### src/rtl/mpt_walk_mem_arbiter.sv
// Round-robin arbiter serialising MPTE fetches from NUM_REQ walk stages onto one memory read port.
// Optional WAIT watchdog with stray-response drain: define MPT_ARB_TIMEOUT_EN.
module mpt_walk_mem_arbiter #(
    parameter int NUM_REQ        = 4,
    parameter int ADDR_WIDTH     = 64,
    parameter int DATA_WIDTH     = 64,
    parameter int TIMEOUT_CYCLES = 256
) (
    input  logic                          clk_i,
    input  logic                          rst_ni,
    input  logic [NUM_REQ-1:0]            req_valid_i,
    output logic [NUM_REQ-1:0]            req_ready_o,
    input  logic [NUM_REQ*ADDR_WIDTH-1:0] req_addr_i,
    output logic [NUM_REQ-1:0]            rsp_valid_o,
    input  logic [NUM_REQ-1:0]            rsp_ready_i,
    output logic [DATA_WIDTH-1:0]         rsp_data_o,
    output logic                          rsp_err_o,
    output logic                          mem_req_o,
    input  logic                          mem_gnt_i,
    output logic [ADDR_WIDTH-1:0]         mem_addr_o,
    input  logic                          mem_valid_i,
    input  logic [DATA_WIDTH-1:0]         mem_rdata_i
);
    localparam int PTR_W = (NUM_REQ > 1) ? $clog2(NUM_REQ) : 1;

    typedef enum logic [1:0] {S_IDLE, S_ISSUE, S_WAIT, S_DELIVER} state_t;

    state_t                  r_state, w_state_nxt;
    logic [PTR_W-1:0]        r_rr_ptr, r_idx;
    logic [ADDR_WIDTH-1:0]   r_addr;
    logic [DATA_WIDTH-1:0]   r_data;

    logic [PTR_W-1:0]        w_win_idx, w_hi_idx, w_lo_idx, w_ptr_nxt;
    logic                    w_hi_any, w_win_found, w_accept, w_rsp_hs, w_timeout;
    logic [ADDR_WIDTH-1:0]   w_win_addr;

    // Requesters at or above the pointer take precedence; otherwise wrap to the lowest one.
    always_comb begin
        w_hi_idx = '0;
        w_lo_idx = '0;
        w_hi_any = 1'b0;
        for (int j = NUM_REQ - 1; j >= 0; j--) begin
            if (req_valid_i[j]) begin
                w_lo_idx = PTR_W'(j);
                if (PTR_W'(j) >= r_rr_ptr) begin
                    w_hi_idx = PTR_W'(j);
                    w_hi_any = 1'b1;
                end
            end
        end
        w_win_idx   = w_hi_any ? w_hi_idx : w_lo_idx;
        w_win_found = |req_valid_i;
    end

    always_comb begin
        w_win_addr = '0;
        for (int k = 0; k < NUM_REQ; k++) begin
            if (w_win_idx == PTR_W'(k)) w_win_addr = req_addr_i[k*ADDR_WIDTH +: ADDR_WIDTH];
        end
    end

    assign w_ptr_nxt = (r_idx == PTR_W'(NUM_REQ - 1)) ? '0 : r_idx + 1'b1;

`ifdef MPT_ARB_TIMEOUT_EN
    localparam int CNT_W = $clog2(TIMEOUT_CYCLES) + 1;

    logic [CNT_W-1:0] r_cnt;
    logic             r_err, r_drain;

    assign w_accept  = (r_state == S_IDLE) && w_win_found && !r_drain;
    assign w_timeout = (r_state == S_WAIT) && !mem_valid_i && (r_cnt == CNT_W'(TIMEOUT_CYCLES - 1));
    assign rsp_err_o = r_err;

    // A timed-out read may still return later; drain swallows that one late beat.
    always_ff @(posedge clk_i or negedge rst_ni) begin
        if (!rst_ni) begin
            r_cnt   <= '0;
            r_err   <= 1'b0;
            r_drain <= 1'b0;
        end else begin
            if (r_state == S_ISSUE && mem_gnt_i) r_cnt <= '0;
            else if (r_state == S_WAIT)          r_cnt <= r_cnt + 1'b1;
            if (r_drain && mem_valid_i) r_drain <= 1'b0;
            if (w_timeout) begin
                r_err   <= 1'b1;
                r_drain <= 1'b1;
            end else if (r_state == S_DELIVER && w_rsp_hs) begin
                r_err   <= 1'b0;
            end
        end
    end
`else
    assign w_accept  = (r_state == S_IDLE) && w_win_found;
    assign w_timeout = 1'b0;
    assign rsp_err_o = 1'b0;
`endif

    always_comb begin
        req_ready_o = '0;
        rsp_valid_o = '0;
        for (int k = 0; k < NUM_REQ; k++) begin
            req_ready_o[k] = w_accept && (w_win_idx == PTR_W'(k));
            rsp_valid_o[k] = (r_state == S_DELIVER) && (r_idx == PTR_W'(k));
        end
    end

    assign w_rsp_hs   = |(rsp_valid_o & rsp_ready_i);
    assign mem_req_o  = (r_state == S_ISSUE);
    assign mem_addr_o = r_addr;
    assign rsp_data_o = r_data;

    always_ff @(posedge clk_i or negedge rst_ni) begin
        if (!rst_ni) r_state <= S_IDLE;
        else         r_state <= w_state_nxt;
    end

    always_comb begin
        w_state_nxt = r_state;
        case (r_state)
            S_IDLE:    if (w_accept)                   w_state_nxt = S_ISSUE;
            S_ISSUE:   if (mem_gnt_i)                  w_state_nxt = S_WAIT;
            S_WAIT:    if (mem_valid_i || w_timeout)   w_state_nxt = S_DELIVER;
            S_DELIVER: if (w_rsp_hs)                   w_state_nxt = S_IDLE;
            default:                                   w_state_nxt = S_IDLE;
        endcase
    end

    always_ff @(posedge clk_i or negedge rst_ni) begin
        if (!rst_ni) begin
            r_rr_ptr <= '0;
            r_idx    <= '0;
            r_addr   <= '0;
            r_data   <= '0;
        end else begin
            if (w_accept) begin
                r_idx  <= w_win_idx;
                r_addr <= w_win_addr;
            end
            if (r_state == S_WAIT && mem_valid_i) r_data <= mem_rdata_i;
            else if (w_timeout)                   r_data <= '0;
            if (r_state == S_DELIVER && w_rsp_hs) r_rr_ptr <= w_ptr_nxt;
        end
    end
endmodule

### config.mk
export PLATFORM = sky130hd
export DESIGN_NAME = mpt_walk_mem_arbiter
export DESIGN_NICKNAME = d
export VERILOG_FILES = /design/src/rtl/mpt_walk_mem_arbiter.sv
export SDC_FILE = /design/constraint.sdc
export NUM_CORES = 1
export LEC_CHECK = 0
export ABC_AREA = 1
export CAP_MARGIN = 20
export CORE_AREA = 10 10 174 176
export CTS_CLUSTER_DIAMETER = 60
export DETAILED_ROUTE_END_ITERATION = 8
export DIE_AREA = 0 0 184 186
export PLACE_DENSITY = 0.72
export SYNTH_ARGS = -nofsm -noshare
export SYNTH_HDL_FRONTEND = slang
export SYNTH_SLANG_ARGS = --single-unit
### constraint.sdc
create_clock -name clk_i -period 4.8 [get_ports clk_i]
set_clock_uncertainty 0.2 [all_clocks]
set_input_delay 1.44 -clock clk_i [delete_from_list [all_inputs] [get_ports clk_i]]
set_output_delay 1.44 -clock clk_i [all_outputs]
set_load 0.01 [all_outputs]
## After elaboration in Yosys (flattened, before gate mapping)

Index checks and enable logic that the tools add are counted.

- Register bits after elaboration: 134
- Input bits: 332
- Output and inout port bits: 138
- Logic and storage cells: 72

- Add/subtract/negate cells: 1
- Magnitude comparators: 4
- Equal/unequal tests: 13
- Muxes and demuxes: 31
- Bitwise logic cells: 1
- Reduce and logical (&&, ||, !) cells: 17

Operators with widths:

| operator | count |
|---|---|
| 64-bit two-way mux | 4 |
| 2-bit two-way mux | 18 |
| 2-bit equality test, second input constant | 6 |
| 1-bit logical AND | 11 |
| 1-bit two-way mux | 8 |
| 2-bit one-hot mux with 4 select lines | 1 |
| 4-bit OR reduction | 2 |
| 2-bit by 1-bit equality test with 1-bit output, second input constant | 3 |
| 2-bit zero test | 3 |
| 2-bit inequality test, second input constant | 3 |
| 4-bit AND | 1 |
| 1-bit by 2-bit >= comparator with 1-bit output, first input constant | 2 |
| 2-bit >= comparator, first input constant | 2 |
| 4-bit AND reduction | 1 |
| 2-bit by 1-bit adder with 2-bit output, second input constant | 1 |
| 2-bit by 1-bit inequality test with 1-bit output, second input constant | 1 |

## Depth between registers and ports, before layout

Gate-level depths: netlist of the first run.

- Depth in word-level cells: 15
- Gate-level depth with buffers: 14
- Mapped depth without buffers: 12

## Worst setup path after synthesis of the first run

OpenSTA, ideal clock, no wires.

- Kind: input to output
- Start: input port req_valid_i[2]
- End: output port req_ready_o[0]
- Data arrival time: 2.460 ns
- Required time: 3.160 ns
- Slack: 0.700 ns
- Stages: 7
- Path buffers: 2
- Cells stage by stage: nor2_1 inv_1 nand3_1 nor2_4 buf_4 buf_2 nor3_1

- Cells in the longest elaborated chain, start to end: 8
- Elaborated cells between the ends (all ways): 18
- Classes of those cells: mux (14); reduce/logical (4)

RTL lines:

| item | line | text |
|---|---|---|
| from (decl) | 11 | `input logic [NUM_REQ-1:0] req_valid_i,` |
| 2-bit two-way mux or 1-bit two-way mux (tied branches) | 43 | `if (req_valid_i[j]) begin` |
| 2-bit two-way mux or 1-bit two-way mux (tied branches) | 45 | `if (PTR_W'(j) >= r_rr_ptr) begin` |
| 2-bit two-way mux or 1-bit two-way mux (tied branches) | 43 |  |
| 2-bit two-way mux or 1-bit two-way mux (tied branches) | 45 |  |
| 2-bit two-way mux or 1-bit two-way mux (tied branches) | 43 |  |
| 2-bit two-way mux | 51 | `w_win_idx = w_hi_any ? w_hi_idx : w_lo_idx;` |
| 2-bit zero test | 102 | `req_ready_o[k] = w_accept && (w_win_idx == PTR_W'(k));` |
| 1-bit logical AND * | 102 |  |
| to (decl) | 12 | `output logic [NUM_REQ-1:0] req_ready_o,` |

Every way passes the cells marked *; elsewhere a longest branch is shown, timed or not.

## Worst setup path after layout of the first run

- Start: input port req_valid_i[1]
- End: output port req_ready_o[3]

- Cells in the longest elaborated chain, start to end: 6
- Elaborated cells between the ends (all ways): 13
- Classes of those cells: eq/ne (1); mux (9); reduce/logical (3)

RTL lines:

| item | line |
|---|---|
| 2-bit two-way mux or 1-bit two-way mux (tied branches) | 43 |
| 2-bit two-way mux or 1-bit two-way mux (tied branches) | 45 |
| 2-bit two-way mux or 1-bit two-way mux (tied branches) | 43 |
| 2-bit two-way mux | 51 |
| 2-bit equality test | 102 |
| 1-bit logical AND * | 102 |

Marks and branches as above.

==> results of run 1 <==
placed cells by master, fill, tap and decap left out, types with 2 or more instances in the layout:
cell,instances
clkdlybuf4s50_1,463
a21oi_1,2
buf_12,5
ha_1,8
dlymetal6s2s_1,4
clkinvlp_4,3
nand3_1,131
nand4_1,64
bufinv_16,2
nor2_4,2
buf_4,11
nand2_4,2
inv_8,2
dfrtp_1,134
clkbuf_16,17
inv_1,17
nand2_1,280
inv_6,5
mux2_2,64
nor2_1,142
o21ai_0,3
stage by stage:
stage / cell area (um^2) / hold slack (ns) / instances
after floorplan: 7310 / 0.289 / 926
after global placement: 12300 / 0.262 / 1683
after detailed placement: 12300 / 0.264 / 1683
after CTS: 12900 / 0.282 / 1714
after global routing: 12900 / 0.301 / 1715
final: 12900 / 0.275 / 1715
synth_stat cells:
library cell  instances
nand2_1             282
nor2_1              142
dfrtp_1             134
nand3_1             132
mux2_2               64
nand4_1              64
buf_2                33
clkbuf_1             27
inv_1                17
buf_4                 8
ha_1                  8
o21ai_0               3
a21oi_1               2
nor2_4                2
conb_1                1
inv_2                 1
nand2_2               1
nand3b_1              1
nor3_1                1
o21ai_1               1
o22ai_1               1
o31ai_1               1
path summary, 6_finish.rpt:
| kind | slack [ns] | end |
|---|---|---|
| worst min register to register | 0.28 | mem_addr_o[40] |
| min in group asynchronous | 0.85 | mem_addr_o[54] |
| worst max-delay path | 0.36 | req_ready_o[3] |
| max in group asynchronous | 2.73 | mem_addr_o[38] |
| worst max register to register | 1.92 | mem_addr_o[44] |
| worst min-delay path | 0.28 | mem_addr_o[40] |
state kept, by name, indices dropped and copies added (netlist names):
name	count
rsp_data_o	64
r_idx	2
r_rr_ptr	2
r_state	2
mem_addr_o	64
critical path, cell delays in order:
cell and delay (ns):
clkdlybuf4s50_1 0.45, nor2_1 0.21, inv_1 0.12, o21ai_4 0.15, inv_1 0.09, nand2_1 0.11, nor2_1 0.05, dlymetal6s2s_1 0.17
power by group through the flow:
stage               clock network [W]  registers, W  logic, W
floorplan                           0       0.00222   0.00187
global placement                    0       0.00198   0.00413
detailed placement                  0       0.00200   0.00418
CTS                           0.00139       0.00199   0.00420
global route                  0.00144       0.00206   0.00449
finish                        0.00134       0.00199   0.00414
final cells by class:
class	count	area share
clock buffer	17	0.0330
inverter	18	0.00523
antenna	1	0.000194
multi-input combinational	706	0.278
clock inverter	14	0.0126
timing repair buffer	484	0.378
tap	341	0.0330
sequential	134	0.260
metal layers:
metal | vias up | global-route usage | wire [um]
met3 | 35 | 0.0550 | 2880
met2 | 350 | 0.325 | 17200
li1 | 3928 | - | -
met1 | 3912 | 0.207 | 12900
met4 | 4 | 0.0656 | 670
met5 | - | 0 | 26
kinds of logic (layout without fill, tap and decap cells):
group,after synthesis,after routing,synth area share
AND/OR/NAND/NOR,625,625,0.369
flip-flops,134,134,0.459
buffers and inverters,86,533,0.0539
multiplexers,64,64,0.0986
adder cells (fa/ha/maj),8,8,0.0137
AO/OA/AOI/OAI,8,8,0.00599
other,1,2,0.000513
what timing repair did:
action / CTS / global route
endpoints found under the setup margin: 0 / 4
resized for setup: 0 / 4
buffers inserted: 0 / 0
==> metrics, run 1 <==
first-pass GRT wire length 48.7 mm; FMAX 225 MHz; RePlAce Congestion 0.869; Max VDD drop 0.222 mV; Synth Instances 926; Fin. Hold Viols 0; initial antenna violation count 3; min cycle time layout 4.44 ns; routed wire length 33.6 mm; die width 184 um; Clock Pin Slew Worst Setup and Hold Paths 0.06 ns; Hold Crit Start mem_addr_o[40]; Switching Fraction 0.400; Final Net Count 1,701; largest cells by area after synthesis dfrtp_1, nand2_1, mux2_2; CTS tree built; Setup CP Type input pin to output pin; Via density 4.80; RR Startpoint r_rr_ptr[1]; H-tree levels 4; layout cells sized above 1 0.0874; Worst Setup SP req_valid_i[1]; Switch Pwr 0.00299 W; Logic pwr share 0.554; CP Max Fanout 4; relative slew slack 0.397; worst-skew pair later-pin latency 0.41 ns; P_leak 5.73 nW; Hold Path Stages 2; num ports 470; Synth Warn # 0; WP data arrival 2.80 ns; status finished, final reports clean; Slew @ Worst Pin 0.904 ns; via count 8,229; Die Y 186 um; Post-Syn Nets 1,266; sequential area share after synthesis 0.459; DRC 0; sequential share of power 0.267; Seq. cell area 3350 um^2; Placement Setup Slack 0.0208 ns; vias in the first global route 8,226; initial drt markers 444; clock tree buffer depth 2; WL per Instance 19.6 um; clock share of power 0.179; area of the multi-input gates 3590 um^2; length in cells of the worst reg-to-reg path 11; maxcap violations 0; Final Power 0.00747 W; share of the synthesized area in the top cell type 0.459; HPWL Detailed 25.7 mm; largest net degree at the start of global routing 80; Die ar. 34,200 um^2; Max Slew Vio Count 0; fin crit share 0.925; root cell of the clock tree clkbuf_16; Netlist Area Pre-Place 7310 um^2; area leader, netlist dfrtp_1; GRT Total Usage 0.185; Critical Path RT 3.16 ns; Port Buf Inserts 468; total CTS buffers 17; DRT Pass-1 Iters 5; total gr overflow 0; antenna viol nets, final 0; worst setup margin 0.361 ns; Clock Sinks 134; synthesized area per cell 7.89 um^2; Hold Path Class flop to flop; Internal 0.00448 W; Cell variety after synth 22; Layout Utilization 0.483; TNS Setup 0 ns; final setup fails 0; Starting Density 0.274; row cnt 60; unrepaired setup endpoints after global routing no; Core ar. 26,700 um^2; pwr/cell area 579 nW/um^2; CP endpoint kind output pin; # fillers 2,574; CTS Hold Buffers Added 0; CP Launch Type input pin; number of synthesized register bits 134; area grow syn2layout 76.6%
(Power assumes the default switching activity.)
==> run 2: changes to the inputs <==
--- a/config.mk
+++ b/config.mk
@@ -12,6 +12,7 @@
 export DETAILED_ROUTE_END_ITERATION = 8
 export DIE_AREA = 0 0 184 186
 export PLACE_DENSITY = 0.72
+export RECOVER_POWER = 100
 export SYNTH_ARGS = -nofsm -noshare
 export SYNTH_HDL_FRONTEND = slang
 export SYNTH_SLANG_ARGS = --single-unit
==> metrics, run 2 (same netlist as run 1, synthesis figures left out) <==
TNS Setup 0 ns; CP Max Fanout 4; min cycle time layout 4.55 ns; Die ar. 34,200 um^2; unrepaired setup endpoints after global routing no; first-pass GRT wire length 48.7 mm; RR Startpoint r_rr_ptr[1]; Hold Path Stages 2; most common cell after layout, fill and taps aside clkdlybuf4s50_1; WP data arrival 2.91 ns; die width 184 um; root cell of the clock tree clkbuf_16; Starting Density 0.274; status finished with violations; HPWL Detailed 25.7 mm; WL per Instance 19.6 um; CP max stage cell dlygate4sd3_1; relative slew slack -0.295; routed wire length 33.6 mm; RePlAce Congestion 0.869; via count 8,212; length in cells of the worst reg-to-reg path 11; Setup CP Type input pin to output pin; Bufs and invs on worst path 4; vias in the first global route 8,226; antenna viol nets, final 0; worst-skew pair later-pin latency 0.41 ns; CTS tree built; DRC 0; Worst path top cell family by delay buffers and inverters; Max Slew Vio Count 137; Via density 4.79; FMAX 220 MHz; worst-path cell chain dlygate4sd3_1, nor2_1, inv_1, o21ai_4, inv_1, nand2_1, nor2_1, dlymetal6s2s_1; initial drt markers 455; Clock Pin Slew Worst Setup and Hold Paths 0.06 ns; num ports 470; Hold Path Class flop to flop; highest-count cells in the layout ignoring fill and taps clkdlybuf4s50_1, nand2_1, nor2_1, dlygate4sd3_1, dfrtp_1; Core ar. 26,700 um^2; CP endpoint kind output pin; Die Y 186 um; total gr overflow 0; CP Launch Type input pin; Port Buf Inserts 468; DRT Pass-1 Iters 4; Critical Path RT 3.16 ns; Hold EP mem_addr_o[40]; layout cells sized above 1 0.0867; violated checks capacitance limit, slew limit; Worst R2R End mem_addr_o[9]; fin crit share 0.948; initial antenna violation count 3; Max VDD drop 0.222 mV; Worst path depth 8; total CTS buffers 17; Final Net Count 1,701; row cnt 60; Slew @ Worst Pin 1.94 ns; Fin. Hold Viols 0; GRT Total Usage 0.185; post-CTS setup buffers 0; Placement Setup Slack 0.0208 ns; Hold Crit Start mem_addr_o[40]; largest net degree at the start of global routing 80; final setup fails 0; worst reg2reg setup slack 1.49 ns; worst setup margin 0.250 ns; maxcap violations 2; clock tree buffer depth 2; Clock Sinks 134; P_leak 5.79 nW; pwr/cell area 563 nW/um^2; CTS Hold Buffers Added 0; area grow syn2layout 75.8%; max incr delay on CP 0.58 ns; H-tree levels 4
==> run 2: layout make-up <==
| cell class | count | area [um^2] |
|---|---|---|
| diodes | 1 | 2.50 |
| clock buffers | 17 | 425 |
| clock inverters | 14 | 163 |
| fillers | 2581 | 13900 |
| inverters | 18 | 67.6 |
| multi-input cells | 706 | 3590 |
| flip-flops and latches | 134 | 3350 |
| well taps | 341 | 427 |
| repair buffers | 484 | 4830 |
==> run 2: metrics by stage <==
| step | utilization | power (W) | std cells | cell area (um^2) | hold slack, ns |
|---|---|---|---|---|---|
| 2_1_floorplan | - | 0.00410 | 926 | 7310 | 0.289 |
| 3_3_place_gp | 0.461 | 0.00611 | 1683 | 12300 | 0.262 |
| 3_5_place_dp | 0.461 | 0.00618 | 1683 | 12300 | 0.264 |
| 4_1_cts | 0.483 | 0.00758 | 1714 | 12900 | 0.282 |
| 5_1_grt | 0.481 | 0.00777 | 1715 | 12800 | 0.295 |
| 6_report | 0.481 | 0.00724 | 1715 | 12800 | 0.269 |
==> run 2: worst max path at each step <==
stage                    from             end  slack, ns
4_1_cts        req_valid_i[3]  req_ready_o[3]      0.003
2_1_floorplan  req_valid_i[2]  req_ready_o[0]       0.70
3_3_place_gp   req_valid_i[3]  req_ready_o[3]       0.03
5_1_grt        req_valid_i[1]   mem_addr_o[9]       0.13
3_5_place_dp   req_valid_i[3]  req_ready_o[3]       0.02
6_report       req_valid_i[1]  req_ready_o[2]       0.25
==> run 2: tightest hold or removal path: stages, from the launching register on <==
cell     delay [ns]
dfrtp_1        0.34
nand2_1        0.05
nand2_1        0.05
==> run 2: routing by layer <==
metal  global-route usage  vias to the layer above  share of wire
met5                    0                        -        0.00077
met4               0.0656                        4          0.021
met3               0.0550                       36          0.086
met2                0.325                      333           0.51
met1                0.207                     3899           0.38
li1                     -                     3940              -
==> run 2: power by group <==
| group | switching [W] | internal (W) |
|---|---|---|
| registers | 0.000278 | 0.00169 |
| clock network | 0.000560 | 0.000778 |
| logic | 0.00212 | 0.00181 |
| total | 0.00296 | 0.00428 |
==> run 2: what timing repair did <==
item                                    in CTS  in global routing
gates resized for setup                      0                  4
endpoints found under the setup margin       0                  4
endpoints found under the hold margin        0                  0
==> run 3: changes to the inputs <==
--- a/config.mk
+++ b/config.mk
@@ -11,7 +11,7 @@
 export CTS_CLUSTER_DIAMETER = 60
 export DETAILED_ROUTE_END_ITERATION = 8
 export DIE_AREA = 0 0 184 186
-export PLACE_DENSITY = 0.72
+export PLACE_DENSITY = 0.75
 export RECOVER_POWER = 100
 export SYNTH_ARGS = -nofsm -noshare
 export SYNTH_HDL_FRONTEND = slang
==> constraint.sdc (replaced) <==
create_clock -name clk_i -period 4.1 [get_ports clk_i]
set_clock_uncertainty 0.2 [all_clocks]
set_input_delay 1.23 -clock clk_i [delete_from_list [all_inputs] [get_ports clk_i]]
set_output_delay 1.23 -clock clk_i [all_outputs]
set_load 0.01 [all_outputs]
==> metrics, run 3 (same netlist as run 1, synthesis figures left out) <==
Starting Density 0.274; Hold Crit Start mem_addr_o[43]; violated checks capacitance limit, slew limit; CP Launch Type input pin; FMAX 247 MHz; Clock Pin Slew Worst Setup and Hold Paths 0.06 ns; min cycle time layout 4.06 ns; max incr delay on CP 0.43 ns; total CTS buffers 17; routed wire length 33.9 mm; layout cells sized above 1 0.0933; first-pass GRT wire length 49.8 mm; initial drt markers 441; Min Hold Slack 0.274 ns; Via density 4.82; num ports 470; Placement Setup Slack -0.283 ns; initial antenna violation count 2; placed cell count 1,689; Final Net Count 1,710; Cell Count, Final, Fillers Out 1,725; CP max stage cell clkdlybuf4s50_1; P_leak 5.85 nW; antenna viol nets, final 0; Core ar. 26,700 um^2; Die Y 186 um; Setup CP Type input pin to output pin; H-tree levels 4; clock tree buffer depth 2; RR Startpoint r_state[0]; HPWL Detailed 26.7 mm; Hold Path Class flop to flop; Critical Path RT 2.67 ns; die width 184 um; Fin. Hold Viols 0; worst-path cell chain clkdlybuf4s50_1, nor2_2, inv_1, buf_4, o21ai_4, inv_2, nand2_2, nor2_1, dlygate4sd2_1; Port Buf Inserts 468; CP endpoint kind output pin; worst-skew pair later-pin latency 0.42 ns; root cell of the clock tree clkbuf_16; relative slew slack -0.561; DRT Pass-1 Iters 5; Clock Sinks 134; WL per Instance 19.7 um; pwr/cell area 660 nW/um^2; Die ar. 34,200 um^2; WP data arrival 2.63 ns; worst setup margin 0.0443 ns; status finished with violations; fin crit share 0.989; Slew @ Worst Pin 2.34 ns; DRC 0; CP Max Fanout 4; via count 8,309; largest net degree at the start of global routing 80; TNS Setup 0 ns; total gr overflow 0; final setup fails 0; CTS Hold Buffers Added 0; Worst Setup SP req_valid_i[2]; # fillers 2,616; GRT Total Usage 0.188; RePlAce Congestion 0.891; highest-count cells in the layout ignoring fill and taps clkdlybuf4s50_1, nand2_1, nor2_1, dlygate4sd3_1, dfrtp_1; CTS tree built; most common cell after layout, fill and taps aside clkdlybuf4s50_1; Max Slew Vio Count 41; maxcap violations 1; Final Power 0.00854 W; Max VDD drop 0.397 mV; row cnt 60; vias in the first global route 8,628; area grow syn2layout 77.0%
[run 3: cell types whose count changed in the layout (fill, tap and decap cells not counted), moves of 3 or more]
cell           previous run  this run
dlygate4sd2_1             0         3
buf_4                     9        16
nor2_1                  143       139
buf_12                    4         1
[run 3: where the power goes]
part           switching (W)  total, W  internal [W]
registers           0.000325   0.00230       0.00198
clock network       0.000674   0.00165      0.000976
logic                0.00247   0.00458       0.00212
total                0.00347   0.00854       0.00507
[run 3: worst paths after layout]
path                       slack [ns]  cells after the start              to
max                              0.04                      9  req_ready_o[3]
min                              0.27                      2  mem_addr_o[43]
max reg2reg                      1.04                      5  rsp_data_o[11]
min reg2reg                      0.27                      2  mem_addr_o[43]
max in group asynchronous        0.70                      2  mem_addr_o[30]
min in group asynchronous        1.31                      1   mem_addr_o[2]
[run 3: routing by layer]
layer,up-vias,part of all wire,GRT usage
met4,0,0.026,0.0760
met3,49,0.082,0.0597
li1,3956,-,-
met5,-,0,0
met2,331,0.52,0.336
met1,3973,0.37,0.200
[run 3: layout make-up]
type / count / area [um^2] / area share
inverter: 18 / 67.6 / 0.00522
antenna: 2 / 5.00 / 0.000387
timing repair buffer: 493 / 4870 / 0.376
clock buffer: 17 / 425 / 0.0329
tap: 341 / 427 / 0.0330
multi-input combinational: 706 / 3600 / 0.278
sequential: 134 / 3350 / 0.259
clock inverter: 14 / 191 / 0.0148
[run 3: worst max-delay path: cells and delay by family]
family / cells / cell delay, ns
compound gates: 1 / 0.15
buf+inv: 5 / 0.99
simple gates: 3 / 0.25
[run 3: stage by stage]
stage	util	area (um^2)
finish	0.484	12900
global route	0.484	12900
CTS	0.486	13000
detailed placement	0.463	12400
global placement	0.463	12400
floorplan	-	7310
[run 3: timing repair]
item                       4_1_cts  5_1_grt
setup buffers                    2        1
setup endpoints to repair        4        4
pin swaps                        2        1
resized for setup                7        7
